$ cat src/rtl/i281_instr_fetch.sv
// i281 fetch stage: program counter, two-bank code word select, instruction register
// with valid/ready handshake, branch redirect/flush and a saturating fetch counter.
// Optional breakpoint logic is enabled by defining I281_FETCH_BP_EN.
module i281_instr_fetch #(
    parameter int PC_W  = 5,
    parameter int CNT_W = 16
) (
    input  logic             clk,
    input  logic             rst_n,
    input  logic             run_en,
    input  logic [255:0]     code_low,
    input  logic [255:0]     code_high,
    output logic [15:0]      ir,
    output logic [PC_W-1:0]  ir_pc,
    output logic             ir_valid,
    input  logic             ir_ready,
    input  logic             br_taken,
    input  logic [PC_W-1:0]  br_pc,
    input  logic [7:0]       br_offset,
    output logic [PC_W-1:0]  pc,
    output logic [CNT_W-1:0] fetch_cnt
`ifdef I281_FETCH_BP_EN
    ,
    input  logic [PC_W-1:0]  bp_addr,
    input  logic             bp_arm,
    output logic             bp_hit
`endif
);

    logic [15:0]      code_mem [0:31];
    logic [15:0]      fetch_word;
    logic [PC_W-1:0]  br_target;
    logic             bp_block;
    logic             load;

    logic [15:0]      ir_reg,        ir_next;
    logic [PC_W-1:0]  ir_pc_reg,     ir_pc_next;
    logic             ir_valid_reg,  ir_valid_next;
    logic [PC_W-1:0]  pc_reg,        pc_next;
    logic [CNT_W-1:0] fetch_cnt_reg, fetch_cnt_next;

    // Flatten both banks into one 32-word view so pc[4] selects the bank.
    genvar gi;
    generate
        for (gi = 0; gi < 16; gi++) begin : g_bank
            assign code_mem[gi]      = code_low[16*gi +: 16];
            assign code_mem[gi + 16] = code_high[16*gi +: 16];
        end
    endgenerate

    assign fetch_word = code_mem[pc_reg];

    // Target is formed in 9 bits then truncated, giving mod-32 wrap.
    assign br_target = PC_W'(9'(br_pc) + 9'd1 + {br_offset[7], br_offset});

`ifdef I281_FETCH_BP_EN
    logic bp_hit_reg, bp_hit_next;

    // Once hit, stay blocked for as long as the breakpoint remains armed.
    assign bp_block = bp_arm & (bp_hit_reg | (pc_reg == bp_addr));

    always_comb begin
        bp_hit_next = bp_hit_reg;
        if (!bp_arm)
            bp_hit_next = 1'b0;
        else if (run_en && !br_taken && (!ir_valid_reg || ir_ready) && pc_reg == bp_addr)
            bp_hit_next = 1'b1;
    end

    always_ff @(posedge clk or negedge rst_n) begin
        if (!rst_n)
            bp_hit_reg <= 1'b0;
        else
            bp_hit_reg <= bp_hit_next;
    end

    assign bp_hit = bp_hit_reg;
`else
    assign bp_block = 1'b0;
`endif

    assign load = run_en & ~br_taken & (~ir_valid_reg | ir_ready) & ~bp_block;

    always_comb begin
        ir_next        = ir_reg;
        ir_pc_next     = ir_pc_reg;
        ir_valid_next  = ir_valid_reg;
        pc_next        = pc_reg;
        fetch_cnt_next = fetch_cnt_reg;
        if (br_taken) begin
            pc_next       = br_target;
            ir_valid_next = 1'b0;
        end else if (load) begin
            ir_next       = fetch_word;
            ir_pc_next    = pc_reg;
            ir_valid_next = 1'b1;
            pc_next       = pc_reg + PC_W'(1);
            if (fetch_cnt_reg != {CNT_W{1'b1}})
                fetch_cnt_next = fetch_cnt_reg + CNT_W'(1);
        end else if (ir_valid_reg && ir_ready) begin
            // Decode took the word but nothing replaces it.
            ir_valid_next = 1'b0;
        end
    end

    always_ff @(posedge clk or negedge rst_n) begin
        if (!rst_n) begin
            ir_reg        <= 16'h0000;
            ir_pc_reg     <= '0;
            ir_valid_reg  <= 1'b0;
            pc_reg        <= '0;
            fetch_cnt_reg <= '0;
        end else begin
            ir_reg        <= ir_next;
            ir_pc_reg     <= ir_pc_next;
            ir_valid_reg  <= ir_valid_next;
            pc_reg        <= pc_next;
            fetch_cnt_reg <= fetch_cnt_next;
        end
    end

    assign ir        = ir_reg;
    assign ir_pc     = ir_pc_reg;
    assign ir_valid  = ir_valid_reg;
    assign pc        = pc_reg;
    assign fetch_cnt = fetch_cnt_reg;

endmodule

$ cat config.mk
export PLATFORM = sky130hd
export DESIGN_NAME = i281_instr_fetch
export DESIGN_NICKNAME = d
export VERILOG_FILES = /design/src/rtl/i281_instr_fetch.sv
export SDC_FILE = /design/constraint.sdc
export NUM_CORES = 1
export LEC_CHECK = 0
export CORE_AREA = 4 4 221 223
export DETAILED_ROUTE_END_ITERATION = 8
export DIE_AREA = 0 0 225 227
export PLACE_DENSITY = 0.42
export SLEW_MARGIN = 20
export SYNTH_ARGS = -nofsm -noshare
export SYNTH_HDL_FRONTEND = slang
export SYNTH_SLANG_ARGS = --single-unit
$ cat constraint.sdc
create_clock -name clk -period 2.09 [get_ports clk]
set_input_delay 0.3135 -clock clk [delete_from_list [all_inputs] [get_ports clk]]
set_output_delay 0.3135 -clock clk [all_outputs]
set_load 0.005 [all_outputs]
==> Word-level counts from Yosys, hierarchy flattened <==
Index checks and enable logic that the tools add are counted.
{ "word_totals": {"ff_bits": 43} }
{ "op_classes": {"n_addsub": 4, "n_mux": 8, "eq_ne": 1, "reduce_logical": 5, "order_cmp": 1, "bitwise": 6} }
{ "ops": {"columns": ["op", "count"], "rows": [
  ["$bmux W16 S5", 1],
  ["$mux W16", 2],
  ["$add A16 B1 Y16 const B", 1],
  ["$ne A16 B16 Y1 const B", 1],
  ["$add A5 B1 Y5 const B", 2],
  ["$mux W5", 2],
  ["$ge A6 B6 Y1 const B", 1],
  ["$not A5 Y6", 1],
  ["$add A5 B5 Y5", 1],
  ["$mux W1", 3],
  ["$reduce_and A3 Y1", 1],
  ["$reduce_bool A3 Y1", 1],
  ["$and A1 B1 Y1", 2],
  ["$not A1 Y1", 2],
  ["$reduce_and A2 Y1", 1],
  ["$reduce_bool A2 Y1", 1],
  ["$logic_and A1 B1 Y1", 1],
  ["$or A1 B1 Y1", 1]
]} }

==> Logic depth before layout (Yosys ltp) <==
{ "logic_depth": {"ltp_word": 5, "ltp_mapped": 9, "ltp_nobuf": 8} }

==> Worst setup path before layout <==
Ideal clock, no wire load.
{ "synth_timing": {"path_type": "register to register", "startpoint": "reg pc_reg[0] (netlist: pc[0])", "endpoint": "reg ir_reg[1] (netlist: ir[1])", "setup_slack_ns": 0.148, "required_ns": 1.952, "path_stages_with_launch": 8, "t_arrival_ns": 1.803, "setup_time_ns": 0.138, "cell_sequence": "dfrtp_1 buf_2 buf_6 buf_2 mux4_2 mux2i_1 o22a_1 o211ai_1"} }
{ "synth_between": {"elab_chain_cells": 4} }
{ "synth_rtl": {"columns": ["element", "line", "rtl"], "rows": [
  ["from (decl)", "39", "logic [PC_W-1:0] pc_reg, pc_next;"],
  ["from (signal assigned)", "117", "pc_reg <= pc_next;"],
  ["$not A5 Y6 (implied by the code)", "51", "assign fetch_word = code_mem[pc_reg];"],
  ["$bmux W16 S5", "51", null],
  ["$mux W16 (implied by the code) (2 in series)", "51", null],
  ["to (signal assigned)", "114", "ir_reg <= ir_next;"],
  ["to (decl)", "36", "logic [15:0] ir_reg, ir_next;"]
]} }
No other way between the ends. The select of a mux whose other input is x is not followed.
A chain may end at the register's enable or synchronous reset.

==> Worst setup path in the final report <==
{ "layout_timing": {"startpoint": "reg pc_reg[0] (netlist: pc[0])", "endpoint": "reg ir_reg[6] (netlist: ir[6])"} }
Same word-level chain as after synthesis.

==> results.cfg <==
[status]
status = finished, final reports clean

[critical_path]
r2r_end = ir[6]$_DFFE_PN0P_
arrival_ps = 2280
end_kind = flop
crit_buf_inv = 5
cpPeakStageDelay_ps = 500
cpMaxStageDelayCell = dfrtp_4
required_ps = 2300
cp_max_fo = 9
reg2reg_depth = 9
path_class = reg -> reg
reg2reg_slack_ps = 20
crit_chain = buf_12 > buf_12 > buf_16 > buf_16 > mux2i_2 > a22oi_1 > a32oi_1 > buf_4 > o211ai_1
critPathTopFamily = buffers and inverters
start_kind = flop
regToRegStartpoint = pc[0]$_DFFE_PN0P_

[synth]
synth.largest_area_cell = mux4_2
synthSimpleGateAreaFrac_pct = 6.16
synth-xor-area-share_pct = 3.28
async_flop_share_pct = 100
synth_seq_cells = 43
synth_edf_count = 0
syn_avg_cell_area_um2 = 11.7
synthFlopType = dfrtp_1
synthAdderAreaFrac_pct = 1.55
ys_seq_area_share_pct = 17.5
ys_top_cells_by_area = mux4_2 (31%), mux2i_1 (21%), dfrtp_1 (18%)
synthMuxAreaShare_pct = 53.0
syn_nets = 1063
synth.distinct_cells = 49
synth_cells = 526
syn_area_um2 = 6140
synth_top_family_by_area = multiplexers
synth.top_cell.area_share_pct = 30.8
synth_compound_area_share_pct = 13.3
ys.warnings.count = 0

[cts]
cts_root_buffer = clkbuf_16
numClockSinks = 43
ctsLongestPathBuffers = 2
worst_skew_pair.late_latency_ps = 300
htree_levels = 2
cts_buffers = 5
cts_tree = yes
cts.clk_slew.worst_paths_ps = 70

[grt]
grt_overflow = 0
grt_max_degree = 34
grt_pass1_vias = 8340
grt_antenna_before_repair = 7
grt_pass1_wl_um = 58700
grt_util_all_layers_pct = 15.8

[finish]
layout_common_cells = clkdlybuf4s50_1 (568), mux2i_1 (111), mux4_2 (84)
fill_cells = 4857
final_common_cell = clkdlybuf4s50_1
fin_cells = 1763
syn2layout_area_growth_pct = 126
drive_gt1_share_pct = 21.3
final_nets = 1688
stdcell_area_um2 = 13900

[placement]
hpwl_um = 37900
gp_congestion = 0.792
dp.cells = 1729
dpl_cell_area_um2 = 13200
port_buffers = 569
preCtsSetupSlack_ps = -128

[floorplan]
dieArea_um2 = 51100
rows = 79
start_util_pct = 13.2
fp.dieH_um = 227
pin_count = 573
die_w_um = 225
core_area_um2 = 46600

[sta]
report.final.hold_viol_count = 0
hold_ws_ps = 480
relSlewSlack_pct = 68.5
rsz0062_at_grt = true
finalWorstSetupSlack_ps = 24.9
period_minus_slack_ps = 2070
clock_skew_ps = 10.1
tightest_slew_ps = 470
maxSlewViolCount = 0
fmax_mhz = 484
setup_viol = 0
post-route-period-util_pct = 98.8

[route]
wirelength_um = 44000
ant_nets = 0
avgRoutedWirePerCell_um = 25.0
drc = 0
viasPerCell = 4.14
via_count = 7294
firstDrtPassIters = 4
first_iter_violations = 320

[pwr]
vdd_ir_drop_max_mv = 0.325
power.total_uw = 8380
powerDensity_nw_per_um2 = 604
p_leak_uw = 0.00537

[worst_hold_path]
hold_class = in -> async

[job]
maxCapViolations = 0
==> worst max-delay path by stage <==
stage	startpoint	to	slack, ps	depth (start not counted)
4_1_cts	pc[0]$_DFFE_PN0P_	ir[15]$_DFFE_PN0P_	-10	6
3_3_place_gp	pc[0]$_DFFE_PN0P_	ir[15]$_DFFE_PN0P_	-150	6
5_1_grt	pc[0]$_DFFE_PN0P_	ir[14]$_DFFE_PN0P_	-30	7
2_1_floorplan	pc[0]$_DFFE_PN0P_	ir[1]$_DFFE_PN0P_	150	7
3_5_place_dp	pc[0]$_DFFE_PN0P_	ir[15]$_DFFE_PN0P_	-130	6
6_report	pc[0]$_DFFE_PN0P_	ir[6]$_DFFE_PN0P_	20	9
==> layout make-up <==
type | instances | area [um^2] | share of cell area [%]
Clock buffer | 5 | 125 | 0.902
Antenna cell | 4 | 10.0 | 0.0722
Tap cell | 607 | 759 | 5.48
Multi-Input combinational cell | 422 | 4890 | 35.3
Inverter | 8 | 30.0 | 0.216
Clock inverter | 3 | 46.3 | 0.334
Sequential cell | 43 | 1090 | 7.84
Timing Repair Buffer | 671 | 6920 | 49.9
==> per-layer routing <==
| layer | global-route usage, % | up-vias | share of wire (%) |
|---|---|---|---|
| met4 | 3.16 | 0 | 1.3 |
| li1 | - | 3427 | - |
| met2 | 28.9 | 330 | 52 |
| met5 | 0 | - | 0 |
| met3 | 3.21 | 18 | 6.4 |
| met1 | 19.4 | 3519 | 40 |
==> cells by family (layout without fill, tap and decap cells) <==
kind of cell / Yosys count / count (layout)
multiplexers: 219 / 219
other: 0 / 4
flip-flops: 43 / 43
adder cells (fa/ha/maj): 7 / 7
AO/OA/AOI/OAI: 105 / 105
buffers and inverters: 61 / 687
AND/OR/NAND/NOR: 68 / 68
XOR/XNOR: 23 / 23
==> stage by stage <==
| step | TNS, ps | util, % |
|---|---|---|
| CTS | -25.4 | 29.1 |
| detailed placement | -512 | 28.3 |
| global route | -128 | 29.8 |
| global placement | -404 | 28.3 |
| floorplan | 0 | - |
| finish | 0 | 29.8 |
==> worst reg2reg max path: cells and delay by family (launching register included) <==
family	cells	cell delay, ps
flip-flops	1	500
multiplexers	1	150
AO/OA/AOI/OAI	3	510
buffers and inverters	5	800
==> synth_stat cells, types with 2 or more instances <==
cell / number
nand3_1: 11
nor2b_1: 2
buf_4: 13
inv_1: 8
mux2i_1: 128
o22a_1: 12
a21boi_0: 2
a21o_1: 2
buf_2: 12
nand2_1: 29
o22ai_1: 3
xnor2_1: 13
nor2_1: 5
a32o_1: 2
xor2_1: 10
o21ai_0: 4
o211ai_1: 13
and2_1: 2
buf_1: 5
a211o_1: 2
nand3b_1: 3
clkbuf_1: 20
a21oi_1: 7
a22oi_1: 42
dfrtp_1: 43
a32oi_1: 12
ha_1: 6
nand4_1: 4
mux2_2: 7
buf_6: 2
mux4_2: 84
==> report_power, final <==
group	switching (uW)	internal, uW
logic	2470	3610
registers	268	1090
clock network	379	569
total	3110	5270
==> what timing repair did <==
item	4_1_cts	5_1_grt
pin swaps	3	12
cloned	3	4
hold endpoints to repair	15	0
resized for setup	16	40
setup buffers	7	8
hold buffers	1	0
setup endpoints to repair	6	15
Note: power is estimated with default switching activity, not from simulation.
==> patch 1 (config.mk and constraints unchanged) <==
`pc_reg` no longer has a reset.
--- a/src/rtl/i281_instr_fetch.sv
+++ b/src/rtl/i281_instr_fetch.sv
@@ -108,15 +108,17 @@
             ir_reg        <= 16'h0000;
             ir_pc_reg     <= '0;
             ir_valid_reg  <= 1'b0;
-            pc_reg        <= '0;
             fetch_cnt_reg <= '0;
         end else begin
             ir_reg        <= ir_next;
             ir_pc_reg     <= ir_pc_next;
             ir_valid_reg  <= ir_valid_next;
-            pc_reg        <= pc_next;
             fetch_cnt_reg <= fetch_cnt_next;
         end
+    end
+
+    always_ff @(posedge clk) begin
+        pc_reg <= pc_next;
     end
 
     assign ir        = ir_reg;
Function: changed (Yosys sat finds a counterexample within 4 cycles, from zero or initial values and one cycle with rst_n low).
==> patch 1 against the unedited design <==
The flow now finishes with violations (setup timing); cell area increased by 1.2%; wire length up 1.5%; synthesized area shrank 0.61%; utilization grew 0.37 points; clock power up 12%; setup slack worse by 0.085 ns; sequential cell count is the same; total power fell by 3.4%; highest routed layer is now met5.
==> patch 1: results (changes against the unedited design) <==
- Status: complete, but fails checks
- Failing checks: setup timing
- DP Area: 0.0132 mm2 (+0.61%)
- GP Congestion: 0.814 (+2.8%)
- CP Max Fanout: 8 (-1)
- Initial antenna violation count: 4 (-3)
- P_leak: 5.62 nW (+4.8%)
- Xor/xnor share of the synthesized area: 2.87% (-0.41 points)
- GRT met1 Usage: 19.6% (+0.26 points)
- Most frequent cells after synthesis: mux2i_1 (130), a22oi_1 (93), mux4_2 (64), nand2_1 (55), dfrtp_1 (38)
- Final Setup Violations: 8 (+8)
- Vias in the first global route: 8605 (+3.2%)
- Initial drt markers: 296 (-7.5%)
- Placement Setup Slack: -0.271 ns (-0.142 ns)
- Avg WL per Cell: 24.2 um (-3.0%)
- EDFF count, synth: 5 (+5)
- Multiplexer area fraction after synthesis: 45.1% (-7.8 points)
- First-pass GRT wire length: 60.6 mm (+3.4%)
- Crit path DAT: 2.33 ns (+0.05 ns)
- Fill cells: 4835 (-0.45%)
- Net count, final: 1771 (+4.9%)
- Via density: 4.20 (+1.6%)
- Largest net degree at the start of global routing: 28 (-18%)
- Area contributors post-synth: mux4_2 (24%), mux2i_1 (21%), dfrtp_1 (16%)
- Compound-Gate Fraction of Synth Area: 18.8% (+5.4 points)
- Ys async rst share: 88.4% (-12 points)
- Met3 usage: 4.20% (+0.99 points)
- Final WS setup: -0.0602 ns (-0.0851 ns)
- Post-DP HPWL: 38.9 mm (+2.6%)
## patch 1: changes by cell type after synthesis, moves of 12 or more
cell / before / now
nand2_1: 29 / 55
o22ai_1: 3 / 16
mux4_2: 84 / 64
o211ai_1: 13 / 1
a211o_1: 2 / 16
o22a_1: 12 / 0
a32oi_1: 12 / 0
a21oi_1: 7 / 22
a22oi_1: 42 / 93
## patch 1: final cells by class
type                    instances  area (um2)  share of cell area (%)
clock buffers                   5         125                   0.891
repair buffers                692        7030                    50.1
flip-flops and latches         43        1100                    7.84
multi-input cells             481        4910                    35.0
well taps                     607         759                    5.41
inverters                      11        41.3                   0.294
clock inverters                 3        71.3                   0.508
diodes                          2        5.00                  0.0356
## patch 1: per-layer routing
layer	vias to the layer above	wire length, um
met5	-	21
met4	4	276
met3	16	3210
met2	308	23100
met1	3758	18000
li1	3668	-
## patch 1: report_power, final
part           internal [mW]  leakage [nW]  total, mW  switching [mW]
sequential              1.10         0.532       1.32           0.219
combinational           3.23          5.00       5.72            2.49
clock                  0.694        0.0959       1.06           0.370
total                   5.02          5.62       8.10            3.08
## patch 1: kinds of logic after synthesis
| group | after synthesis |
|---|---|
| mux | 195 |
| compound gates | 158 |
| simple gates | 101 |
| buf+inv | 72 |
| flops | 43 |
| xor+xnor | 20 |
| fa+ha+maj | 7 |
## patch 1: final timing paths
| path | from | endpoint | slack, ns | cells past startpoint |
|---|---|---|---|---|
| min in group clk | ir_pc[3] | ir_pc[3] | 0.48 | 2 |
| worst max-delay path | pc[0] | ir[8] | -0.06 | 8 |
| worst min-delay path | rst_n | fetch_cnt[13] | 0.44 | 2 |
| worst min register to register | ir_pc[3] | ir_pc[3] | 0.48 | 2 |
| worst max register to register | pc[0] | ir[8] | -0.06 | 8 |
| max in group asynchronous | rst_n | ir[7] | 1.05 | 3 |
## patch 1: through the flow
stage | power (mW) | cells | hold slack (ns)
after floorplan | 3.50 | 596 | 0.0179
after global placement | 6.72 | 1815 | 0.219
after detailed placement | 6.73 | 1815 | 0.219
after CTS | 8.24 | 1842 | 0.438
after global routing | 8.63 | 1844 | 0.472
final | 8.10 | 1844 | 0.436
## patch 1: worst max-delay path, cell delays in order, from the launching register on
cell	delay (ns)
edfxtp_1	0.34
buf_6	0.11
buf_12	0.14
buf_16	0.15
mux4_2	0.54
a22oi_2	0.28
buf_4	0.17
a21oi_2	0.06
a211o_1	0.22
## patch 1: repair_timing
item,4_1_cts,5_1_grt
setup buffers,14,4
endpoints found under the hold margin,10,0
cloned,4,1
endpoints found under the setup margin,14,16
pin swaps,31,10
hold buffers,1,0
gates resized for setup,63,21
==> patch 2 (same settings) <==
Without the edit above. The parameter `CNT_W` goes from 16 to 12.
--- a/src/rtl/i281_instr_fetch.sv
+++ b/src/rtl/i281_instr_fetch.sv
@@ -3,7 +3,7 @@
 // Optional breakpoint logic is enabled by defining I281_FETCH_BP_EN.
 module i281_instr_fetch #(
     parameter int PC_W  = 5,
-    parameter int CNT_W = 16
+    parameter int CNT_W = 12
 ) (
     input  logic             clk,
     input  logic             rst_n,
Interface: changed (resized fetch_cnt); port bits go from 573 to 569. No check against the original RTL was run, so the function may have changed too.
==> patch 2 against the unedited design <==
Total power decreased by 11%; clock skew decreased by 0.00055 ns; synthesized area decreased by 5.2%; setup slack got worse by 0.0088 ns; cell area decreased by 4.7%; sequential power decreased by 7%; wire length decreased by 2.6%; die area unchanged; utilization decreased by 1.4 points; combinational power decreased by 14%; synthesized cell count decreased by 2.1%; sequential cell count decreased by 4; fmax decreased by 0.43%; critical path type unchanged; highest routed layer is now met5.
==> patch 2: results (changes against the unedited design) <==
- Metal1 wirelength: 16.4 mm (-7.3%)
- Hold Crit Class: reg -> reg
- Post-DP HPWL: 37.8 mm (-0.26%)
- Hold slack: 0.482 ns (+0.00178 ns)
- PostCTS Resize Cnt: 10 (-6)
- Via density: 4.12 (-0.36%)
- Fill cells: 4918 (+1.3%)
- VDD IR-drop max: 0.260 mV (-20%)
- DP Area: 0.0127 mm2 (-3.6%)
- Post-synth cell types: 43 (-12%)
- Xor/xnor share of the synthesized area: 2.86% (-0.42 points)
- Avg Cell Area, Syn: 11.3 um2 (-3.2%)
- Initial antenna violation count: 8 (+1)
- Adder-cell share of the synthesized area: 1.63% (+0.085 points)
- Crit path DAT: 2.24 ns (-0.04 ns)
- Proportion of layout cells with a drive suffix above 1: 20.1% (-1.1 points)
- Avg WL per Cell: 24.7 um (-1.3%)
- Worst Reg-to-Reg Cells: 7 (-2)
- Met2 WL: 22.8 mm (-0.43%)
- Final WS setup: 0.0161 ns (-0.00884 ns)
- First-pass DRT Iterations: 5 (+1)
- Status: finished clean
- CP Max Fanout: 7 (-2)
- Clock Skews: 0.00951 ns (-0.000549 ns)
- Kind of cell adding the most delay to the critical path: multiplexers
- DR WL met3: 3.37 mm (+20%)
- P_leak: 5.08 nW (-5.4%)
- Largest net degree at the start of global routing: 40 (+18%)
- # Post-CTS Setup Buffers: 2 (-5)
- Global Route met2 Usage: 29.6% (+0.70 points)
- Overall routing resource usage: 15.6% (-0.22 points)
- First-pass GRT wire length: 57.8 mm (-1.4%)
- CP max stage cell: mux4_2
- IO buf count: 565 (-0.70%)
- Compound-Gate Fraction of Synth Area: 15.8% (+2.5 points)
- Area contributors post-synth: mux4_2 (33%), dfrtp_1 (17%), mux2i_1 (14%)
- GRT met1 Usage: 18.3% (-1.1 points)
- Syn Nets: 1052 (-1.0%)
- Most frequent cells after synthesis: mux4_2 (86), mux2i_1 (84), a22oi_1 (61), dfrtp_1 (39), nand2_1 (25)
- Highest metal used: met5
- Slew Limit Headroom: 59.4% (-9.1 points)
- Placed insts: 1709 (-1.2%)
## patch 2: changes by cell type after synthesis, moves of 12 or more
cell      unedited run  this run
a22oi_1             42        61
a32oi_1             12         0
o22a_1              12         0
mux2i_1            128        84
a22o_1               0        16
o211ai_1            13         0
nand4_1              4        16
## patch 2: power groups by stage
stage          combinational [mW]  clock (mW)  sequential, mW
6_report                     5.23       0.933            1.26
5_1_grt                      5.64       0.981            1.30
3_5_place_dp                 5.08           0            1.28
4_1_cts                      5.18       0.968            1.26
2_1_floorplan                2.19           0            1.21
3_3_place_gp                 5.09           0            1.28
## patch 2: final cells by class
| class | count | area [um2] | share of cell area (%) |
|---|---|---|---|
| antenna | 1 | 2.50 | 0.0189 |
| clock buffer | 5 | 125 | 0.946 |
| clock inverter | 3 | 47.5 | 0.360 |
| inverter | 10 | 37.5 | 0.284 |
| multi-input combinational | 412 | 4610 | 34.9 |
| sequential | 39 | 983 | 7.44 |
| tap | 607 | 759 | 5.74 |
| timing repair buffer | 663 | 6660 | 50.3 |
